[config.mk]
export PLATFORM = sky130hd
export DESIGN_NAME = lab4d_shift_register_multi
export DESIGN_NICKNAME = d
export VERILOG_FILES = /design/src/rtl/lab4d_shift_register_multi.sv
export SDC_FILE = /design/constraint.sdc
export NUM_CORES = 1
export LEC_CHECK = 0
export BUFFER_PORTS_ARGS = -buffer_cell sky130_fd_sc_hd__buf_4
export CAP_MARGIN = 20
export CORE_MARGIN = 2
export CORE_UTILIZATION = 58
export CTS_CLUSTER_SIZE = 40
export DETAILED_ROUTE_END_ITERATION = 7
export PLACE_DENSITY = 0.84
export SYNTH_ARGS = -nofsm -noshare
export SYNTH_HDL_FRONTEND = slang
export SYNTH_SLANG_ARGS = --single-unit
[constraint.sdc]
create_clock -name clk_i -period 3.95 [get_ports clk_i]
set_clock_uncertainty 0.1 [all_clocks]
set_input_delay 0 -clock clk_i [delete_from_list [all_inputs] [get_ports clk_i]]
set_output_delay 0 -clock clk_i [all_outputs]
set_load 0.02 [all_outputs]
[src/rtl/lab4d_shift_register_multi.sv]
// LAB4D serial register loader for NUM_LAB chips.
// Shifts a DATA_WIDTH word MSB-first on SIN/SCLK to one chip (or all chips in
// broadcast), then latches it with a PCLK strobe followed by a hold phase.
// Each phase lasts prescale+1 clocks; all pins come straight from flops.
// Optional build macro: LAB4D_SR_READBACK_EN adds SOUT/rdat_o readback.
module lab4d_shift_register_multi #(
  parameter int NUM_LAB    = 12,
  parameter int DATA_WIDTH = 24,
  parameter int SEL_WIDTH  = 4
) (
  input  logic                  clk_i,
  input  logic                  rst_i,
  input  logic                  go_i,
  input  logic [DATA_WIDTH-1:0] dat_i,
  input  logic [SEL_WIDTH-1:0]  sel_i,
  input  logic                  bcast_i,
  input  logic [7:0]            prescale_i,
  output logic                  busy_o,
  output logic                  done_o,
  output logic                  err_o,
  output logic [NUM_LAB-1:0]    SIN,
  output logic [NUM_LAB-1:0]    SCLK,
  output logic [NUM_LAB-1:0]    PCLK
`ifdef LAB4D_SR_READBACK_EN
  ,
  input  logic [NUM_LAB-1:0]    SOUT,
  output logic [DATA_WIDTH-1:0] rdat_o
`endif
);

  localparam int BIT_W = $clog2(DATA_WIDTH);
  localparam logic [SEL_WIDTH:0] NUM_LAB_W = (SEL_WIDTH+1)'(NUM_LAB);

  typedef enum logic [2:0] {
    S_IDLE,
    S_SETUP,
    S_HIGH,
    S_PCLK,
    S_HOLD
  } state_t;

  state_t                r_state;
  state_t                w_state_next;
  logic [7:0]            r_cnt;
  logic [7:0]            w_cnt_next;
  logic [7:0]            r_presc;
  logic [BIT_W-1:0]      r_bit;
  logic [BIT_W-1:0]      w_bit_next;
  logic [DATA_WIDTH-1:0] r_shift;
  logic [DATA_WIDTH-1:0] w_shift_next;
  logic [SEL_WIDTH-1:0]  r_sel;
  logic [SEL_WIDTH-1:0]  w_sel_next;
  logic                  r_bcast;
  logic                  w_bcast_next;
  logic                  r_busy;
  logic                  r_done;
  logic                  r_err;
  logic [NUM_LAB-1:0]    r_sin;
  logic [NUM_LAB-1:0]    r_sclk;
  logic [NUM_LAB-1:0]    r_pclk;

  logic                  w_req;
  logic                  w_sel_ok;
  logic                  w_accept;
  logic                  w_reject;
  logic                  w_phase_end;
  logic                  w_done_next;
  logic                  w_sin_bit;
  logic                  w_sclk_bit;
  logic                  w_pclk_bit;
  logic [NUM_LAB-1:0]    w_mask_next;
  logic [NUM_LAB-1:0]    w_sin_next;
  logic [NUM_LAB-1:0]    w_sclk_next;
  logic [NUM_LAB-1:0]    w_pclk_next;

  // A request is only looked at in IDLE and never during the done cycle,
  // so a go_i held high cannot retrigger before the strobe has been seen.
  assign w_req       = (r_state == S_IDLE) && go_i && !r_done;
  assign w_sel_ok    = bcast_i || ({1'b0, sel_i} < NUM_LAB_W);
  assign w_accept    = w_req && w_sel_ok;
  assign w_reject    = w_req && !w_sel_ok;
  assign w_phase_end = (r_cnt == 8'd0);

  // Next-state, phase counter, bit counter and shift register
  always_comb begin
    w_state_next = r_state;
    w_cnt_next   = r_cnt;
    w_bit_next   = r_bit;
    w_shift_next = r_shift;
    w_done_next  = 1'b0;
    case (r_state)
      S_IDLE: begin
        if (w_accept) begin
          w_state_next = S_SETUP;
          w_cnt_next   = prescale_i;
          w_bit_next   = BIT_W'(DATA_WIDTH-1);
          w_shift_next = dat_i;
        end
      end
      S_SETUP: begin
        if (w_phase_end) begin
          w_state_next = S_HIGH;
          w_cnt_next   = r_presc;
        end else begin
          w_cnt_next = r_cnt - 8'd1;
        end
      end
      S_HIGH: begin
        if (w_phase_end) begin
          w_cnt_next   = r_presc;
          w_shift_next = {r_shift[DATA_WIDTH-2:0], 1'b0};
          if (r_bit == '0) begin
            w_state_next = S_PCLK;
          end else begin
            w_state_next = S_SETUP;
            w_bit_next   = r_bit - BIT_W'(1);
          end
        end else begin
          w_cnt_next = r_cnt - 8'd1;
        end
      end
      S_PCLK: begin
        if (w_phase_end) begin
          w_state_next = S_HOLD;
          w_cnt_next   = r_presc;
        end else begin
          w_cnt_next = r_cnt - 8'd1;
        end
      end
      S_HOLD: begin
        if (w_phase_end) begin
          w_state_next = S_IDLE;
          w_done_next  = 1'b1;
        end else begin
          w_cnt_next = r_cnt - 8'd1;
        end
      end
      default: begin
        w_state_next = S_IDLE;
      end
    endcase
  end

  // Target selection as it will be after this edge (new request or held)
  assign w_sel_next   = w_accept ? sel_i   : r_sel;
  assign w_bcast_next = w_accept ? bcast_i : r_bcast;

  // Pin levels implied by the next state; gated per channel below
  assign w_sin_bit  = ((w_state_next == S_SETUP) || (w_state_next == S_HIGH))
                      && w_shift_next[DATA_WIDTH-1];
  assign w_sclk_bit = (w_state_next == S_HIGH);
  assign w_pclk_bit = (w_state_next == S_PCLK);

  for (genvar gi = 0; gi < NUM_LAB; gi++) begin : g_ch
    assign w_mask_next[gi] = w_bcast_next || (w_sel_next == SEL_WIDTH'(gi));
    assign w_sin_next[gi]  = w_mask_next[gi] && w_sin_bit;
    assign w_sclk_next[gi] = w_mask_next[gi] && w_sclk_bit;
    assign w_pclk_next[gi] = w_mask_next[gi] && w_pclk_bit;
  end

  // State, counters and captured request fields
  always_ff @(posedge clk_i) begin
    if (rst_i) begin
      r_state <= S_IDLE;
      r_cnt   <= 8'd0;
      r_presc <= 8'd0;
      r_bit   <= '0;
      r_shift <= '0;
      r_sel   <= '0;
      r_bcast <= 1'b0;
    end else begin
      r_state <= w_state_next;
      r_cnt   <= w_cnt_next;
      r_bit   <= w_bit_next;
      r_shift <= w_shift_next;
      r_sel   <= w_sel_next;
      r_bcast <= w_bcast_next;
      if (w_accept) begin
        r_presc <= prescale_i;
      end
    end
  end

  // Registered status flags and pin drivers
  always_ff @(posedge clk_i) begin
    if (rst_i) begin
      r_busy <= 1'b0;
      r_done <= 1'b0;
      r_err  <= 1'b0;
      r_sin  <= '0;
      r_sclk <= '0;
      r_pclk <= '0;
    end else begin
      r_busy <= (w_state_next != S_IDLE);
      r_done <= w_done_next;
      r_err  <= w_reject;
      r_sin  <= w_sin_next;
      r_sclk <= w_sclk_next;
      r_pclk <= w_pclk_next;
    end
  end

  assign busy_o = r_busy;
  assign done_o = r_done;
  assign err_o  = r_err;
  assign SIN    = r_sin;
  assign SCLK   = r_sclk;
  assign PCLK   = r_pclk;

`ifdef LAB4D_SR_READBACK_EN
  logic [DATA_WIDTH-1:0] r_rx;
  logic [DATA_WIDTH-1:0] r_rdat;
  logic [NUM_LAB-1:0]    w_mask_cur;
  logic                  w_sout_bit;

  for (genvar gi = 0; gi < NUM_LAB; gi++) begin : g_rb
    assign w_mask_cur[gi] = (r_sel == SEL_WIDTH'(gi));
  end

  // Broadcast reads chip 0; otherwise the addressed chip
  assign w_sout_bit = r_bcast ? SOUT[0] : |(SOUT & w_mask_cur);

  // Sample SOUT at the end of every HIGH phase; publish with done_o
  always_ff @(posedge clk_i) begin
    if (rst_i) begin
      r_rx   <= '0;
      r_rdat <= '0;
    end else begin
      if (w_accept) begin
        r_rx <= '0;
      end else if ((r_state == S_HIGH) && w_phase_end) begin
        r_rx <= {r_rx[DATA_WIDTH-2:0], w_sout_bit};
      end
      if (w_done_next) begin
        r_rdat <= r_rx;
      end
    end
  end

  assign rdat_o = r_rdat;
`endif

endmodule
==> flow_summary.yaml, run 1 <==
power:
  p_leak_nw: 1.97
  combPwrFrac_pct: 25.2
  intPower_mw: 1.54
  clkPwrFrac_pct: 29.0
  p_sw_mw: 0.783
  power_mw: 2.32
  p_sw_share_pct: 33.7
  power_frac_seq_pct: 45.8
  power_density_nw_per_um2: 467
  peakVddDrop_mv: 0.379
detailed_routing:
  drtIter0Drc: 414
  ant_nets: 0
  drt_wl_total_um: 10200
  wl_per_cell_um: 16.3
  vias_per_cell: 5.92
  drc_errors: 0
  vias: 3712
  firstDrtPassIters: 5
floorplanning:
  core.rowCount: 29
  io_pins: 79
  core_area_um2: 6350
  dieHeight_um: 84.9
  initial_core_util_pct: 59.8
  dieArea_um2: 7210
  die_w_um: 84.9
timing:
  min_period_over_period_pct: 73.1
  worstMarginPinSlew_ns: 0.966
  finalSetupTns_ns: 0
  max_freq_mhz: 346
  rsz0062_at_grt: "no"
  finalSetupViolCount: 0
  whs_ns: 0.0191
  hold_viol: 0
  relSlewSlack_pct: 35.3
  report.final.slew_viol_count: 0
  min_period_ns: 2.89
  setup_ws_ns: 1.06
critical_path:
  criticalPathCategory: "reg -> reg"
  startpoint_type: "flop"
  crit_required_ns: 4.07
  arrival_ns: 3.01
  cp-end-kind: "flop"
  crit_fanout: 19
outcome:
  status: "finished clean"
global_routing:
  grt-ovfl-total: 0
  grt_max_degree: 61
  grt_pass1_vias: 3489
  grt_antenna_before_repair: 0
  grt_usage_pct: 28.9
  grt_pass1_wl_um: 16700
synth:
  synth_warnings: 0
  synthTopCellsByArea: "dfxtp_1 49%, a21oi_1 7.4%, nor2_1 5.7%, nand2_1 5.3%, a22oi_1 4.5%"
  synth_area_per_cell_um2: 8.55
  yosysUniqueCellTypes: 54
  synth_cells: 444
  yosys.area.top_type: "dfxtp_1"
  syn_area_um2: 3790
  ys_ff_latch: 92
  synth_top_area_share_pct: 48.5
  synth_fp_nets: 487
  synth_top_flop_cell: "dfxtp_1"
  synth-edff-count: 0
  synth.yosys.seq_area_share_pct: 48.5
  synth-async-reset-ratio_pct: 0
final_layout:
  fin_cells: 627
  layout_common_cells: "92 x dfxtp_1, 84 x buf_4, 58 x nor2_1"
  mostFrequentLayoutCell: "dfxtp_1"
  final_util_pct: 78.4
  final_area_um2: 4980
  antenna_cells: 0
  fillers: 429
  drive_gt1_share_pct: 20.5
  syn2layout_area_growth_pct: 31.2
  nets: 588
placement:
  dp_cells: 575
  port_buffers: 78
  gp_congestion: 0.988
  hpwl_um: 6300
  place_area_um2: 4400
  pre_cts_slack_ns: 1.15
run:
  drv_cap: 0
cts:
  ctsHoldBuffers: 36
  cts_buffers: 9
  clk_pin_slew_ns: 0.10
  post_cts_buffers: 0
  root_buffer: "clkbuf_8"
  clock_path_buffers: 2
  h-tree-depth: 3
  clock_sinks: 92
  cts-resized-gates: 0
  cts_tree: "yes"
  clk-insertion-delay-late_ns: 0.36
worst_hold_path:
  min_path_type: "in -> reg"
sequential cells by signal, indices dropped and copies added, names as in the netlist:
register  count
r_sel         4
r_state       3
PCLK         12
SCLK         12
r_shift      24
r_bcast       1
r_cnt         8
err_o         1
r_presc       8
SIN          12
r_bit         5
busy_o        1
done_o        1
layout make-up:
type / instances / area [um^2] / share of cell area [%]
inverter: 7 / 26.3 / 0.528
timing repair buffer: 120 / 991 / 19.9
sequential: 92 / 1840 / 37.0
multi-input combinational: 315 / 1800 / 36.2
clock inverter: 7 / 95.1 / 1.91
tap: 77 / 96.3 / 1.94
clock buffer: 9 / 124 / 2.49
kinds of logic after synthesis:
logic type,count (synthesis),synth area share [%]
AO/OA/AOI/OAI,130,22.3
XOR/XNOR,6,1.38
multiplexers,4,1.06
buffers and inverters,37,4.09
AND/OR/NAND/NOR,172,21.7
adder cells (fa/ha/maj),3,0.989
flip-flops,92,48.5
worst max-delay path: stages (launching register included):
cell	delay, ns
dfxtp_1	0.47
nor2_1	0.73
nand3_2	0.10
buf_4	0.24
and3_1	0.20
o211ai_1	0.77
nor2_1	0.12
per-layer routing:
metal  vias to the layer above  global-route usage, %  wire length [um]
met3                        23                   7.10               806
met4                         0                   9.96               216
met5                         -                      0                 0
met1                      1726                   37.6              4230
met2                       184                   47.2              4960
li1                       1779                      -                 -
cell usage after synthesis (4+ instances only):
cell      count
o31ai_1       6
xor2_1        4
a211oi_1      4
mux2i_1       4
nor3_1       15
clkbuf_1     16
buf_2        13
inv_1         7
nand3_1       6
nor2_1       58
a22oi_1      23
nand2_1      54
nand2b_1      7
a21oi_1      56
o211ai_1      4
dfxtp_1      92
a32o_1        4
o21ai_0      13
power groups by stage:
stage               logic (mW)  registers [mW]  clock network, mW
floorplan                0.387            1.07                  0
global placement         0.526            1.08                  0
detailed placement       0.535            1.08                  0
CTS                      0.569            1.06              0.676
global route             0.637            1.07              0.718
finish                   0.584            1.06              0.674
worst paths after layout:
path	startpoint	endpoint	slack, ns	depth (start not counted)
worst max register to register	r_state[0]$_SDFF_PP0_	SIN[8]$_SDFF_PP0_	1.06	6
worst min-delay path	bcast_i	err_o$_SDFF_PP0_	0.02	3
worst min register to register	r_shift[20]$_SDFFE_PP0P_	r_shift[20]$_SDFFE_PP0P_	0.36	2
worst max-delay path	r_state[0]$_SDFF_PP0_	SIN[8]$_SDFF_PP0_	1.06	6
No activity file was read; power rests on OpenSTA's default activity.
==> run 2: changes to the inputs <==
- CORE_UTILIZATION: 58 -> 54
- PLACE_DENSITY: 0.84 -> 0.79
- clock period: 3.95 -> 2.7 ns (I/O delays scaled with it)
==> flow_summary.yaml, run 2 (same netlist as run 1, synthesis figures left out) <==
outcome:
  status: "finished clean"
worst_hold_path:
  min_from: "go_i"
  min_path_type: "in -> reg"
floorplanning:
  initial_core_util_pct: 55.9
  core_area_um2: 6790
  dieArea_um2: 7710
  io_pins: 79
  die_w_um: 87.8
  dieHeight_um: 87.8
  core.rowCount: 30
timing:
  min_period_ns: 2.44
  relSlewSlack_pct: 53.1
  finalSetupViolCount: 0
  rsz0062_at_grt: "no"
  worstMarginPinSlew_ns: 0.699
  max_freq_mhz: 410
  finalSetupTns_ns: 0
  min_period_over_period_pct: 90.3
  report.final.slew_viol_count: 0
  setup_ws_ns: 0.262
  hold_viol: 0
  whs_ns: 0.193
placement:
  pre_cts_slack_ns: 0.114
  dp_cells: 604
  port_buffers: 78
  place_area_um2: 4500
  gp_congestion: 0.942
  hpwl_um: 6500
final_layout:
  final_area_um2: 5090
  fillers: 495
  largest_reg_flops: 24
  drive_gt1_share_pct: 22.0
  final_util_pct: 74.9
  mostFrequentLayoutCell: "buf_4"
  regMostFlops: "r_shift"
  nets: 602
  syn2layout_area_growth_pct: 34.2
  antenna_cells: 0
  layout_common_cells: "95 x buf_4, 92 x dfxtp_1, 58 x nor2_1"
  fin_cells: 660
global_routing:
  grt_pass1_vias: 3350
  use_met1_pct: 33.6
  grt-ovfl-total: 0
  grt_usage_pct: 25.5
  use_met3_pct: 4.24
  grt_pass1_wl_um: 15500
  grt-busiest-layer: "met2"
  grt_antenna_before_repair: 0
  grt_util_met2_pct: 42.4
  grt_max_degree: 50
cts:
  clk_pin_slew_ns: 0.10
  clock_sinks: 92
  clock_path_buffers: 2
  h-tree-depth: 3
  root_buffer: "clkbuf_8"
  cts-resized-gates: 0
  clk-insertion-delay-late_ns: 0.36
  cts_tree: "yes"
  cts_buffers: 9
detailed_routing:
  drt_wl_total_um: 9940
  ant_nets: 0
  wl_per_cell_um: 15.1
  firstDrtPassIters: 5
  vias_per_cell: 5.73
  vias: 3782
  drc_errors: 0
  drtIter0Drc: 351
critical_path:
  startpoint_type: "flop"
  r2r_setup_slack_ns: 0.26
  reg2reg_from: "r_cnt[0]$_SDFFE_PP0P_"
  arrival_ns: 2.62
  criticalPathCategory: "reg -> reg"
  cp-end-kind: "flop"
  crit_end: "SIN[7]$_SDFF_PP0_"
  rr_worst_depth: 8
  startpoint: "r_cnt[0]$_SDFFE_PP0P_"
  rr_endpoint: "SIN[7]$_SDFF_PP0_"
  crit_required_ns: 2.88
  crit_fanout: 12
power:
  peakVddDrop_mv: 0.359
  p_leak_nw: 2.03
  power_mw: 3.35
  power_density_nw_per_um2: 658
run:
  drv_cap: 0
## run 2: cell types whose count changed in the layout (fill, tap and decap cells not counted)
cell	change
buf_4	+11
dlygate4sd3_1	+3
inv_8	+2
bufinv_16	-1
clkinv_4	+1
clkinv_8	-1
clkinvlp_4	-1
## run 2: layout make-up
cell class | count | area, um^2 | share of cell area, %
multi-input cells | 315 | 1800 | 35.4
well taps | 96 | 120 | 2.36
repair buffers | 134 | 1100 | 21.7
clock inverters | 7 | 72.6 | 1.43
flip-flops and latches | 92 | 1840 | 36.2
clock buffers | 9 | 124 | 2.43
inverters | 7 | 26.3 | 0.516
## run 2: worst min path at each step
stage	end	slack (ns)	cells past startpoint
floorplan	r_presc[3]$_SDFFE_PP0N_	0.04	2
global placement	r_shift[0]$_SDFFE_PP0P_	0.15	3
detailed placement	r_shift[0]$_SDFFE_PP0P_	0.17	3
CTS	err_o$_SDFF_PP0_	0.18	5
global route	err_o$_SDFF_PP0_	0.21	5
finish	err_o$_SDFF_PP0_	0.19	5
## run 2: worst max-delay path, stage by stage (launching register included)
cell	delay, ns
dfxtp_1	0.38
inv_1	0.08
ha_1	0.24
or3b_2	0.59
o21ai_0	0.33
a21boi_0	0.22
o211ai_1	0.11
buf_4	0.19
nor2_1	0.12
## run 2: report_power, final
part / leakage, nW / switching (mW) / internal [mW]
Sequential: 0.750 / 0.0907 / 1.46
Combinational: 1.18 / 0.524 / 0.378
Clock: 0.0970 / 0.533 / 0.363
Total: 2.03 / 1.15 / 2.20
## run 2: what timing repair did
| action | in CTS | in global routing |
|---|---|---|
| hold buffers | 39 | 0 |
| endpoints found under the hold margin | 47 | 0 |
| endpoints found under the setup margin | 0 | 12 |
| setup buffers | 0 | 1 |
## run 2: metal layers
layer	wire length [um]	share of wire, %
met1	4300	43
met2	4850	49
met3	671	6.8
met4	115	1.2
met5	0	0
==> run 3: changes to the inputs <==
- clock period: 2.7 -> 2.4 ns (I/O delays scaled with it)
==> flow_summary.yaml, run 3 (same netlist as run 1, synthesis figures left out) <==
outcome:
  status: "finished clean"
timing:
  relSlewSlack_pct: 64.8
  worstMarginPinSlew_ns: 0.527
  setup_ws_ns: 0.138
  finalSetupViolCount: 0
  whs_ns: 0.0566
  min_period_over_period_pct: 94.2
  hold_viol: 0
  rsz0062_at_grt: "yes"
  min_period_ns: 2.26
  max_freq_mhz: 442
  finalSetupTns_ns: 0
  report.final.slew_viol_count: 0
placement:
  gp_congestion: 0.912
  port_buffers: 78
  hpwl_um: 6480
  dp_cells: 610
  pre_cts_slack_ns: 0.159
  place_area_um2: 4540
floorplanning:
  core_area_um2: 6790
  core.rowCount: 30
  dieHeight_um: 87.8
  die_w_um: 87.8
  initial_core_util_pct: 55.9
  io_pins: 79
  dieArea_um2: 7710
detailed_routing:
  vias_per_cell: 5.59
  drc_errors: 0
  wl_per_cell_um: 14.9
  ant_nets: 0
  firstDrtPassIters: 5
  drt_wl_total_um: 9880
  top_layer: "met4"
  drtIter0Drc: 312
  wl_met1_um: 4270
  wl_met3_um: 632
  wl_met2_um: 4840
  vias: 3715
final_layout:
  drive_gt1_share_pct: 22.8
  final-seq-area_um2: 1840
  nets: 607
  regMostFlops: "r_shift"
  largest_reg_flops: 24
  syn2layout_area_growth_pct: 35.3
  fin_cells: 665
  fillers: 504
  layout_common_cells: "100 x buf_4, 92 x dfxtp_1, 57 x nor2_1"
  final_util_pct: 75.6
  multi_input_comb_area_um2: 1810
  antenna_cells: 0
  mostFrequentLayoutCell: "buf_4"
  final_area_um2: 5130
worst_hold_path:
  min_from: "go_i"
  min_to: "err_o$_SDFF_PP0_"
  min_path_type: "in -> reg"
  min_path_cells: 4
critical_path:
  startpoint_type: "flop"
  cp-end-kind: "flop"
  rr_endpoint: "SIN[4]$_SDFF_PP0_"
  crit_fanout: 18
  rr_worst_depth: 7
  reg2reg_from: "r_state[2]$_SDFF_PP0_"
  criticalPathCategory: "reg -> reg"
  r2r_setup_slack_ns: 0.14
  crit_required_ns: 2.60
  arrival_ns: 2.46
cts:
  cts_buffers: 9
  post_cts_buffers: 0
  clk_pin_slew_ns: 0.10
  cts_tree: "yes"
  root_buffer: "clkbuf_8"
  h-tree-depth: 3
  clk-insertion-delay-late_ns: 0.36
  clock_path_buffers: 2
  clock_sinks: 92
global_routing:
  grt_antenna_before_repair: 0
  grt_max_degree: 43
  grt_usage_pct: 25.9
  grt_pass1_vias: 3369
  grt_pass1_wl_um: 15900
  grt-ovfl-total: 0
power:
  power_density_nw_per_um2: 740
  p_leak_nw: 2.05
  power_mw: 3.80
  peakVddDrop_mv: 0.383
run:
  drv_cap: 0
==> run 3: changes by cell type in the layout (fill, tap and decap cells not counted), sizes merged <==
cell and delta:
buf +5
==> run 3: repair_timing <==
action / CTS / global route
endpoints found under the hold margin: 47 / 0
hold buffers: 39 / 0
gates resized for setup: 0 / 2
endpoints found under the setup margin: 0 / 26
==> run 3: worst max path at each step <==
stage / endpoint / cells after the start / start / slack (ns)
3_3_place_gp: SIN[9]$_SDFF_PP0_ / 8 / r_cnt[1]$_SDFFE_PP0P_ / 0.21
2_1_floorplan: r_shift[0]$_SDFFE_PP0P_ / 9 / r_cnt[0]$_SDFFE_PP0P_ / 0.14
3_5_place_dp: r_shift[12]$_SDFFE_PP0P_ / 8 / r_cnt[1]$_SDFFE_PP0P_ / 0.16
5_1_grt: SIN[4]$_SDFF_PP0_ / 8 / r_cnt[1]$_SDFFE_PP0P_ / -0.02
6_report: SIN[4]$_SDFF_PP0_ / 7 / r_state[2]$_SDFF_PP0_ / 0.14
4_1_cts: SIN[4]$_SDFF_PP0_ / 8 / r_cnt[1]$_SDFFE_PP0P_ / 0.11
==> run 3: final cells by class <==
type	instances	share of cell area, %
Inverter	7	0.512
Multi-Input combinational cell	315	35.2
Clock buffer	9	2.41
Tap cell	96	2.34
Timing Repair Buffer	139	22.2
Clock inverter	7	1.46
Sequential cell	92	35.9
==> run 3: metal layers <==
layer	global-route usage, %	vias up
li1	-	1816
met1	34.6	1729
met2	43.6	154
met3	3.49	16
met4	8.25	0
met5	0	-
==> run 3: report_power, final <==
| group | internal [mW] | total (mW) | switching (mW) |
|---|---|---|---|
| clock | 0.412 | 1.03 | 0.618 |
| combinational | 0.441 | 1.03 | 0.588 |
| sequential | 1.64 | 1.74 | 0.0942 |
| total | 2.50 | 3.80 | 1.30 |
==> run 3: worst max-delay path: stages, from the launching register on <==
cell	delay, ns
dfxtp_1	0.34
or3b_1	0.52
nor3_2	0.29
buf_4	0.29
a32o_1	0.22
o211ai_1	0.10
buf_4	0.20
nor2_1	0.14
